`src/rtl/mem_access_unit_if.sv`:
```
// Request, response and data-memory signals of the load/store front end.
// The unit uses the slave modport; the pipeline/memory side uses master.
interface mem_access_unit_if #(
    parameter int ADDR_WIDTH = 8
);
    logic                  req_valid;
    logic                  req_ready;
    logic                  req_write;
    logic [1:0]            req_size;
    logic                  req_signed;
    logic [31:0]           req_addr;
    logic [31:0]           req_wdata;
    logic                  resp_valid;
    logic [31:0]           resp_rdata;
    logic                  resp_misalign;
    logic [ADDR_WIDTH-1:0] mem_addr;
    logic                  mem_read;
    logic                  mem_write;
    logic [31:0]           mem_wdata;
    logic [31:0]           mem_rdata;

    modport slave (
        input  req_valid, req_write, req_size, req_signed, req_addr, req_wdata, mem_rdata,
        output req_ready, resp_valid, resp_rdata, resp_misalign,
               mem_addr, mem_read, mem_write, mem_wdata
    );

    modport master (
        output req_valid, req_write, req_size, req_signed, req_addr, req_wdata, mem_rdata,
        input  req_ready, resp_valid, resp_rdata, resp_misalign,
               mem_addr, mem_read, mem_write, mem_wdata
    );
endinterface

```
`src/rtl/mem_access_unit.sv`:
```
// Load/store front end: turns byte/half/word accesses into word-wide memory
// reads and writes, with read-modify-write for sub-word stores.
//
// state  | meaning
// IDLE   | ready to accept a request
// LOAD   | memory read, extended lane registered into resp_rdata
// RMW_RD | memory read of the word a sub-word store will merge into
// WRITE  | memory write of the captured or merged word
// RESP   | one-cycle completion pulse
module mem_access_unit #(
    parameter int ADDR_WIDTH = 8
) (
    input  logic             clk,
    input  logic             reset,
    mem_access_unit_if.slave bus
);
    typedef enum logic [2:0] {IDLE, LOAD, RMW_RD, WRITE, RESP} stateT;

    stateT                 state;
    stateT                 nextState;

    logic                  capWrite;
    logic [1:0]            capSize;
    logic                  capSigned;
    logic [ADDR_WIDTH+1:0] capAddr;
    logic [31:0]           capWdata;
    logic [31:0]           mergeWord;
    logic [31:0]           respRdata;
    logic                  respMisalign;

    logic                  accept;
    logic                  reqMisaligned;
    logic [4:0]            laneShift;
    logic [31:0]           laneMask;
    logic [31:0]           shiftedRdata;
    logic [31:0]           loadValue;
    logic [31:0]           storeWord;

    logic                  readyNext;
    logic                  memReadNext;
    logic                  memWriteNext;
    logic                  respValidNext;
    logic [31:0]           memWdataNext;

    assign accept        = bus.req_valid && (state == IDLE);
    assign reqMisaligned = ((bus.req_size == 2'b01) && bus.req_addr[0]) ||
                           (bus.req_size[1] && (bus.req_addr[1:0] != 2'b00));

    // Lane position and width of the captured access; words use the whole bus.
    always_comb begin
        laneShift = 5'd0;
        laneMask  = 32'hFFFF_FFFF;
        case (capSize)
            2'b00: begin
                laneShift = {capAddr[1:0], 3'b000};
                laneMask  = 32'h0000_00FF << laneShift;
            end
            2'b01: begin
                laneShift = {capAddr[1], 4'b0000};
                laneMask  = 32'h0000_FFFF << laneShift;
            end
            default: begin
                laneShift = 5'd0;
                laneMask  = 32'hFFFF_FFFF;
            end
        endcase
    end

    always_comb begin
        shiftedRdata = bus.mem_rdata >> laneShift;
        loadValue    = shiftedRdata;
        case (capSize)
            2'b00:   loadValue = {{24{capSigned & shiftedRdata[7]}}, shiftedRdata[7:0]};
            2'b01:   loadValue = {{16{capSigned & shiftedRdata[15]}}, shiftedRdata[15:0]};
            default: loadValue = shiftedRdata;
        endcase
    end

    assign storeWord = capSize[1] ? capWdata
                                  : ((mergeWord & ~laneMask) | ((capWdata << laneShift) & laneMask));

    always_ff @(posedge clk) begin
        if (reset) begin
            state <= IDLE;
        end else begin
            state <= nextState;
        end
    end

    always_comb begin
        nextState     = state;
        readyNext     = 1'b0;
        memReadNext   = 1'b0;
        memWriteNext  = 1'b0;
        respValidNext = 1'b0;
        memWdataNext  = 32'h0;
        case (state)
            IDLE: begin
                readyNext = 1'b1;
                if (bus.req_valid) begin
                    if (reqMisaligned) begin
                        nextState = RESP;
                    end else if (!bus.req_write) begin
                        nextState = LOAD;
                    end else if (bus.req_size[1]) begin
                        nextState = WRITE;
                    end else begin
                        nextState = RMW_RD;
                    end
                end
            end
            LOAD: begin
                memReadNext = !reset;
                nextState   = RESP;
            end
            RMW_RD: begin
                memReadNext = !reset;
                nextState   = WRITE;
            end
            WRITE: begin
                memWriteNext = !reset;
                memWdataNext = storeWord;
                nextState    = RESP;
            end
            RESP: begin
                respValidNext = 1'b1;
                nextState     = IDLE;
            end
            default: nextState = IDLE;
        endcase
    end

    always_ff @(posedge clk) begin
        if (reset) begin
            capWrite     <= 1'b0;
            capSize      <= 2'b00;
            capSigned    <= 1'b0;
            capAddr      <= '0;
            capWdata     <= 32'h0;
            mergeWord    <= 32'h0;
            respRdata    <= 32'h0;
            respMisalign <= 1'b0;
        end else if (accept) begin
            capWrite     <= bus.req_write;
            capSize      <= bus.req_size;
            capSigned    <= bus.req_signed;
            capAddr      <= bus.req_addr[ADDR_WIDTH+1:0];
            capWdata     <= bus.req_wdata;
            respRdata    <= 32'h0;
            respMisalign <= reqMisaligned;
        end else begin
            if (state == LOAD) begin
                respRdata <= loadValue;
            end
            if (state == RMW_RD) begin
                mergeWord <= bus.mem_rdata;
            end
        end
    end

    assign bus.req_ready     = readyNext;
    assign bus.mem_read      = memReadNext;
    assign bus.mem_write     = memWriteNext && capWrite;
    assign bus.mem_wdata     = memWdataNext;
    assign bus.resp_valid    = respValidNext;
    assign bus.resp_rdata    = respRdata;
    assign bus.resp_misalign = respMisalign;
    assign bus.mem_addr      = capAddr[ADDR_WIDTH+1:2];
endmodule

```
`src/flat_wrapper.sv`:
```
// flat-port wrapper written by rule: the top's interface ports become plain ports
module mem_access_unit_flat 
#(
    parameter int ADDR_WIDTH = 8
)
  (clk, reset, bus_req_valid, bus_req_write, bus_req_size, bus_req_signed, bus_req_addr, bus_req_wdata, bus_mem_rdata, bus_req_ready, bus_resp_valid, bus_resp_rdata, bus_resp_misalign, bus_mem_addr, bus_mem_read, bus_mem_write, bus_mem_wdata);
  mem_access_unit_if #(.ADDR_WIDTH(ADDR_WIDTH)) bus_i ();
  input  logic clk;
  input  logic reset;
  input wire logic [$bits(bus_i.req_valid)-1:0] bus_req_valid;
  input wire logic [$bits(bus_i.req_write)-1:0] bus_req_write;
  input wire logic [$bits(bus_i.req_size)-1:0] bus_req_size;
  input wire logic [$bits(bus_i.req_signed)-1:0] bus_req_signed;
  input wire logic [$bits(bus_i.req_addr)-1:0] bus_req_addr;
  input wire logic [$bits(bus_i.req_wdata)-1:0] bus_req_wdata;
  input wire logic [$bits(bus_i.mem_rdata)-1:0] bus_mem_rdata;
  output wire logic [$bits(bus_i.req_ready)-1:0] bus_req_ready;
  output wire logic [$bits(bus_i.resp_valid)-1:0] bus_resp_valid;
  output wire logic [$bits(bus_i.resp_rdata)-1:0] bus_resp_rdata;
  output wire logic [$bits(bus_i.resp_misalign)-1:0] bus_resp_misalign;
  output wire logic [$bits(bus_i.mem_addr)-1:0] bus_mem_addr;
  output wire logic [$bits(bus_i.mem_read)-1:0] bus_mem_read;
  output wire logic [$bits(bus_i.mem_write)-1:0] bus_mem_write;
  output wire logic [$bits(bus_i.mem_wdata)-1:0] bus_mem_wdata;
  assign bus_i.req_valid = bus_req_valid;
  assign bus_i.req_write = bus_req_write;
  assign bus_i.req_size = bus_req_size;
  assign bus_i.req_signed = bus_req_signed;
  assign bus_i.req_addr = bus_req_addr;
  assign bus_i.req_wdata = bus_req_wdata;
  assign bus_i.mem_rdata = bus_mem_rdata;
  assign bus_req_ready = bus_i.req_ready;
  assign bus_resp_valid = bus_i.resp_valid;
  assign bus_resp_rdata = bus_i.resp_rdata;
  assign bus_resp_misalign = bus_i.resp_misalign;
  assign bus_mem_addr = bus_i.mem_addr;
  assign bus_mem_read = bus_i.mem_read;
  assign bus_mem_write = bus_i.mem_write;
  assign bus_mem_wdata = bus_i.mem_wdata;
  mem_access_unit #(.ADDR_WIDTH(ADDR_WIDTH)) u_core (.clk(clk), .reset(reset), .bus(bus_i));
endmodule
```
`config.mk`:
```
export PLATFORM = sky130hd
export DESIGN_NAME = mem_access_unit_flat
export DESIGN_NICKNAME = d
export VERILOG_FILES = /design/src/rtl/mem_access_unit_if.sv /design/src/rtl/mem_access_unit.sv /design/src/flat_wrapper.sv
export SDC_FILE = /design/constraint.sdc
export NUM_CORES = 1
export LEC_CHECK = 0
export BUFFER_PORTS_ARGS = -buffer_cell sky130_fd_sc_hd__buf_2
export CAP_MARGIN = 20
export CORE_UTILIZATION = 45
export CTS_CLUSTER_SIZE = 8
export DETAILED_ROUTE_END_ITERATION = 6
export MAX_ROUTING_LAYER = met4
export PLACE_DENSITY = 0.76
export SYNTH_ARGS = -nofsm -noshare
export SYNTH_HDL_FRONTEND = slang
export SYNTH_SLANG_ARGS = --single-unit
```
`constraint.sdc`:
```
create_clock -name clk -period 2.1 [get_ports clk]
set_input_delay 0.42 -clock clk [delete_from_list [all_inputs] [get_ports clk]]
set_output_delay 0.42 -clock clk [all_outputs]
set_load 0.05 [all_outputs]
```
==> metrics.txt, run 1 <==
final setup margin -0.273 ns; Fmax around 420 MHz; total negative slack for setup checks -5.35 ns; first-pass GRT wire length 26.0 mm; clock root buffer sky130_fd_sc_hd__clkbuf_16; largest driver fanout on the critical path 11; clock input transition at the sequential cells of the worst setup and hold paths 0.06 ns; leakage power 3.09 nW; effective utilization at floorplan 0.466; hold violation total from the final report 0; horizontal die dimension 109 µm; number of hold-repair buffers added at the cts stage 0; violated checks negative setup slack; worst slack after detailed placement 0.0469 ns; CP cell instances nor2_4 > nand2_2 > buf_12 > mux2i_1 > a211o_1 > a21oi_2 > buf_6; remaining antenna violation count after routing 0; Synth Area in Adders 0; count of TritonRoute iterations in the first routing pass 6; sum of net half-perimeters after detailed placement roughly 11 mm; startpoint of the tightest hold check path bus_req_wdata[18]; Post-Syn Area 0.00512 mm²; setup repair after global routing missed its margin yes; maximum number of pins on one net before global-route repair 48; xor/xnor cell area share of the yosys netlist 0; aggregate routed wire length around 17 mm; total placed cells including tap cells 869; Synth warnings 0; DRC 0; number of buffers between clock root and the deepest sink 2; reg2reg start u_core.capSize[1]; post-synthesis cell type with the largest combined area sky130_fd_sc_hd__dfxtp_1; Clock Sinks about 110; power per cell area between 800 and 900 mW/mm²; post-route insts no fill 910; Critical Path Slowest Stage Cell sky130_fd_sc_hd__dfxtp_2; combinational family with the most area after synthesis compound AO/OA/AOI/OAI gates; Slew Viols, Final 0; All-Layer GR Usage 0.304; Post-Synthesis Net Count 705; die extent in y 109 µm; synthesized-area fraction occupied by ao, oa, aoi and oai cells 0.254; placeable core region 0.0110 mm²; routability-driven placement congestion ratio 0.957; sequential element share of the synthesized area 0.446; post-DR wirelength/cell 18.8 µm; post-synth cell types 38; Post-Synthesis Mean Instance Area 8.50 µm²; number of placement rows 38; PortBufs 157; ranking of synthesized cells by area sky130_fd_sc_hd__dfxtp_1 45%, sky130_fd_sc_hd__nand2_1 9.5%, sky130_fd_sc_hd__a22o_1 7.4%; number of diodes 0; crit path launch u_core.capSize[0]; Mapped Cells 602; type of destination of the critical path output port; flip-flop and latch count after synthesis 114; Vias 5240; transition time at the pin with the least slew margin roughly 0.49 ns; via count of the first global-routing pass between 5000 and 6000; final number of setup-violating endpoints 33; Arrival @ worst endpoint between 1.5 and 2 ns; worst-skew pair later-pin latency 0.41 ns; Req. time, crit path 1.68 ns; final net count 862; area share of the largest cell type after synthesis 0.446; clock skew 0.00603 ns; Post-Synth Simple-Gate Area 0.165; Hold Path Class primary input to flip-flop; share of the clock period used by the worst path after layout 1.13; number of vias per cell after detailed routing 5.76; clock tree from TritonCTS yes; P&R area growth vs syn 42.8%; total gr overflow 0; # Max-Cap Violations 0; floorplan die area 0.0118 mm²; kind of critical path flip-flop to output port; IR drop worst, VDD approximately 0.56 mV; share of synthesized area spent on multiplexers 0.0631; number of placed I/O pins 180; crit-path max cell delay 0.35 ns; number of antenna violations at the first check in global routing 0; 1st-iter DRT viols 384; clock buffer count from CTS 17; final period demand of the worst path 2.37 ns; status finished, violations left; H-Tree Depth 4; relative max-transition margin 0.674; layout cells sized above 1 0.387; Worst Setup Start Kind flip-flop
report_power, final:
group / switching, W / total (W) / leakage (nW) / internal (W)
Sequential: 0.000124 / 0.00244 / 0.932 / 0.00232
Combinational: 0.000803 / 0.00128 / 1.87 / 0.000479
Clock: 0.00102 / 0.00284 / 0.281 / 0.00182
Total: 0.00195 / 0.00657 / 3.09 / 0.00462
stage by stage:
| step | power, W | hold slack [ns] | util | instance area [µm²] |
|---|---|---|---|---|
| after global routing | 0.00679 | 0.209 | 0.665 | 7310 |
| after detailed placement | 0.00364 | 0.441 | 0.567 | 6230 |
| final | 0.00657 | 0.201 | 0.665 | 7310 |
| after floorplan | 0.00329 | 0.433 | - | 5280 |
| after CTS | 0.00651 | 0.194 | 0.657 | 7210 |
| after global placement | 0.00362 | 0.428 | 0.567 | 6230 |
layout make-up:
type	instances	area [µm²]
Inverter	21	78.8
Sequential cell	114	2300
Multi-Input combinational cell	411	2760
Fill cell	846	3680
Tap cell	140	175
Clock inverter	9	108
Clock buffer	21	470
Timing Repair Buffer	194	1410
routing by layer:
layer / GRT usage / wire length, µm / up-vias
li1: - / - / 2422
met1: 0.360 / 7040 / 2506
met2: 0.488 / 8170 / 258
met3: 0.0669 / 1270 / 54
met4: 0.151 / 590 / 0
met5: - / 0 / -
critical path, delay by kind of cell (launching register included):
kind,cells,cell delay (ns)
and+or+nand+nor,2,0.20
AOI/OAI and AO/OA,2,0.49
buffers and inverters,2,0.33
DFF,1,0.35
muxes,1,0.18
state kept, by name (all words and copies together), names as in the netlist:
signal                    cells
u_core.capSize                2
u_core.bus.resp_rdata        32
u_core.bus.resp_misalign      1
u_core.state                  3
u_core.capAddr               10
u_core.mergeWord             32
u_core.capWdata              32
u_core.capSigned              1
u_core.capWrite               1
what timing repair did:
action	CTS	global route
setup buffers	6	2
endpoints found under the hold margin	0	0
resized for setup	91	18
gates cloned	2	2
setup endpoints to repair	32	82
pin swaps	17	8
cell families after synthesis:
group | count (synthesis)
mux | 23
flops | 114
compound gates | 192
simple gates | 196
buf+inv | 77
placed cells by master, fill, tap and decap left out, drive strengths merged, types with 7 or more instances in the layout:
cell type / count
mux2i: 12
nand2: 130
o21ai: 30
a22o: 43
clkbuf: 22
buf: 193
a211o: 9
o22ai: 8
a21oi: 70
inv: 21
a211oi: 8
nor2b: 17
nor2: 31
dfxtp: 114
a221oi: 12
mux4: 7
Yosys cell counts, drive strengths merged:
| library cell | n |
|---|---|
| a2111oi | 4 |
| a211o | 9 |
| a211oi | 8 |
| a21o | 3 |
| a21oi | 70 |
| a221oi | 12 |
| a22o | 43 |
| a31oi | 2 |
| and2 | 3 |
| and4bb | 1 |
| buf | 27 |
| clkbuf | 29 |
| dfxtp | 114 |
| inv | 21 |
| mux2 | 4 |
| mux2i | 12 |
| mux4 | 7 |
| nand2 | 130 |
| nand2b | 3 |
| nand3 | 3 |
| nand3b | 1 |
| nor2 | 31 |
| nor2b | 17 |
| nor3 | 2 |
| nor3b | 4 |
| o21a | 1 |
| o21ai | 30 |
| o21bai | 1 |
| o221ai | 1 |
| o22ai | 8 |
| or3b | 1 |
path summary, 6_finish.rpt:
path	end	slack (ns)	cells past startpoint
max	bus_mem_wdata[24]	-0.27	7
min	u_core.capWdata[18]	0.20	3
max reg2reg	u_core.bus.resp_rdata[20]	0.16	8
min reg2reg	u_core.bus.resp_rdata[25]	0.44	2
No activity file was read; power rests on OpenSTA's default activity.
==> run 2: changes to the inputs <==
--- a/config.mk
+++ b/config.mk
@@ -11,7 +11,7 @@
 export CTS_CLUSTER_SIZE = 8
 export DETAILED_ROUTE_END_ITERATION = 6
 export MAX_ROUTING_LAYER = met4
-export PLACE_DENSITY = 0.76
+export PLACE_DENSITY = 0.73
 export SYNTH_ARGS = -nofsm -noshare
 export SYNTH_HDL_FRONTEND = slang
 export SYNTH_SLANG_ARGS = --single-unit
==> constraint.sdc (replaced) <==
create_clock -name clk -period 2.1 [get_ports clk]
set_input_delay 0.315 -clock clk [delete_from_list [all_inputs] [get_ports clk]]
set_output_delay 0.315 -clock clk [all_outputs]
set_load 0.05 [all_outputs]
==> metrics.txt, run 2 (same netlist as run 1, synthesis figures left out) <==
All-Layer GR Usage 0.291 (-0.0132); DRC 0 (unchanged); layout filler cell count 834 (-1.4%); clock input transition at the sequential cells of the worst setup and hold paths 0.05 ns (about the same); maximum number of pins on one net before global-route repair 48 (unchanged); sum of net half-perimeters after detailed placement 11.2 mm (about the same); area used by sequential logic in the layout 0.00230 mm² (unchanged); share of the clock period used by the worst path after layout 1.09 (-0.0447); switching power 0.00193 W (-0.78%); number of placed I/O pins 180 (unchanged); most common cell after layout, fill and taps aside sky130_fd_sc_hd__nand2_1; register share of total power 0.354 (-0.018); Vias 5115 (-2.4%); number of placement rows 38 (unchanged); clock buffer count from CTS 17 (unchanged); Hold Path Class primary input to flip-flop; effective utilization at floorplan 0.466 (unchanged); aggregate routed wire length 16.4 mm (-3.9%); final setup margin -0.179 ns (+0.0939 ns); worst slack after detailed placement 0.0478 ns (+0.000951 ns); routability-driven placement congestion ratio 0.881 (-8.0%); Worst Setup Start Kind flip-flop; transition time at the pin with the least slew margin 0.432 ns (-0.0562 ns); placeable core region 0.0110 mm² (unchanged); hold violation total from the final report 0 (unchanged); power consumption 0.00690 W (+5.0%); number of buffers between clock root and the deepest sink 2 (unchanged); die extent in y 109 µm (unchanged); status finished, violations left; setup repair after global routing missed its margin yes; Clock Sinks 114 (unchanged); first-pass GRT wire length 25.2 mm (-3.3%); total gr overflow 0 (unchanged); horizontal die dimension 109 µm (unchanged); layout cells sized above 1 0.382 (-0.00470); share of total power in the clock network 0.456 (+0.024); floorplan die area 0.0118 mm² (unchanged); Req. time, crit path 1.78 ns (+0.10 ns); placed cell areas 0.00618 mm² (-0.72%); total placed cells including tap cells 864 (-0.58%); number of antenna violations at the first check in global routing 0 (unchanged); IR drop worst, VDD 0.591 mV (+5.5%); post-route insts no fill 909 (-0.11%); largest driver fanout on the critical path 6 (-5); # Max-Cap Violations 0 (unchanged); total negative slack for setup checks -2.14 ns (+3.21 ns); Slew Viols, Final 0 (unchanged); final number of setup-violating endpoints 30 (-9.1%); net switching share of the total power 0.280 (-0.0164); commonest cells after routing, fill and taps aside 128 x sky130_fd_sc_hd__nand2_1, 124 x sky130_fd_sc_hd__buf_2, 107 x sky130_fd_sc_hd__dfxtp_1; Multi-input gate area 0.00274 mm² (-0.81%); leakage power 3.10 nW (+0.40%); count of TritonRoute iterations in the first routing pass 5 (-1); Fmax 439 MHz (+4.1%); final net count 859 (-0.35%); clock tree from TritonCTS yes; kind of critical path flip-flop to output port; final standard cell area without fillers 0.00734 mm² (+0.46%); clock root buffer sky130_fd_sc_hd__clkbuf_16; P&R area growth vs syn 43.4%; relative max-transition margin 0.711 (+0.0368); remaining antenna violation count after routing 0 (unchanged); H-Tree Depth 4 (unchanged); final period demand of the worst path 2.28 ns (-0.0939 ns); violated checks negative setup slack; post-DR wirelength/cell 18.0 µm (-3.8%); clock skew 0.00690 ns (+0.000872 ns); worst-skew pair later-pin latency 0.42 ns (about the same); Gate power share 0.189 (-0.006); via count of the first global-routing pass 5027 (-1.9%); 1st-iter DRT viols 416 (+8.3%); internal power contribution 0.00497 W (+7.5%); type of destination of the critical path output port; number of diodes 0 (unchanged); power per cell area 939 mW/mm² (+4.6%); number of vias per cell after detailed routing 5.63 (-2.3%); Arrival @ worst endpoint 1.96 ns (about the same); PortBufs 157 (unchanged)
-- run 2: cell count changes in the layout (fill, tap and decap cells not counted), sizes merged --
| cell | delta |
|---|---|
| clkbuf | +1 |
| bufbuf | +3 |
| bufinv | +2 |
| clkinv | -2 |
| buf | -5 |
-- run 2: worst paths after layout --
path	startpoint	end	slack, ns	depth (start not counted)
max	u_core.capSize[0]	bus_mem_wdata[31]	-0.18	7
min	bus_req_wdata[21]	u_core.capWdata[21]	0.09	3
max reg2reg	u_core.capSize[1]	u_core.bus.resp_rdata[18]	0.16	7
min reg2reg	u_core.bus.resp_rdata[17]	u_core.bus.resp_rdata[17]	0.44	2
-- run 2: critical path, stage by stage, from the launching register on --
cell                      delay, ns
sky130_fd_sc_hd__dfxtp_2       0.34
sky130_fd_sc_hd__nor2_4        0.13
sky130_fd_sc_hd__nand2_4       0.09
sky130_fd_sc_hd__buf_12        0.15
sky130_fd_sc_hd__mux2i_1       0.17
sky130_fd_sc_hd__a211o_1       0.34
sky130_fd_sc_hd__a21oi_4       0.16
sky130_fd_sc_hd__buf_6         0.17
-- run 2: repair_timing --
action | in CTS | in global routing
pin swaps | 24 | 5
cloned | 5 | 1
hold buffers | 0 | 0
buffers inserted | 5 | 2
setup endpoints to repair | 33 | 34
resized for setup | 85 | 12
-- run 2: metrics by stage --
stage / hold WS (ns) / util
after floorplan: 0.424 / -
after global placement: 0.430 / 0.563
after detailed placement: 0.437 / 0.563
after CTS: 0.0913 / 0.663
after global routing: 0.103 / 0.668
final: 0.0937 / 0.668
-- run 2: power groups by stage --
stage	Clock, W	Combinational, W	Sequential, W
finish	0.00315	0.00130	0.00244
global route	0.00327	0.00139	0.00246
CTS	0.00316	0.00127	0.00244
detailed placement	0	0.00114	0.00247
global placement	0	0.00112	0.00247
floorplan	0	0.000751	0.00252
-- run 2: cell type report --
type	instances	share of cell area
timing repair buffer	191	0.190
tap	140	0.0239
sequential	114	0.313
inverter	21	0.0107
clock buffer	23	0.0678
multi-input combinational	411	0.373
clock inverter	9	0.0205
-- run 2: per-layer routing --
metal / vias to the layer above / global-route usage / wire length [µm] / part of all wire
met4: 0 / 0.0898 / 318 / 0.019
met5: - / - / 0 / 0
li1: 2417 / - / - / -
met1: 2407 / 0.356 / 6950 / 0.42
met2: 259 / 0.464 / 7720 / 0.47
met3: 32 / 0.0825 / 1420 / 0.086
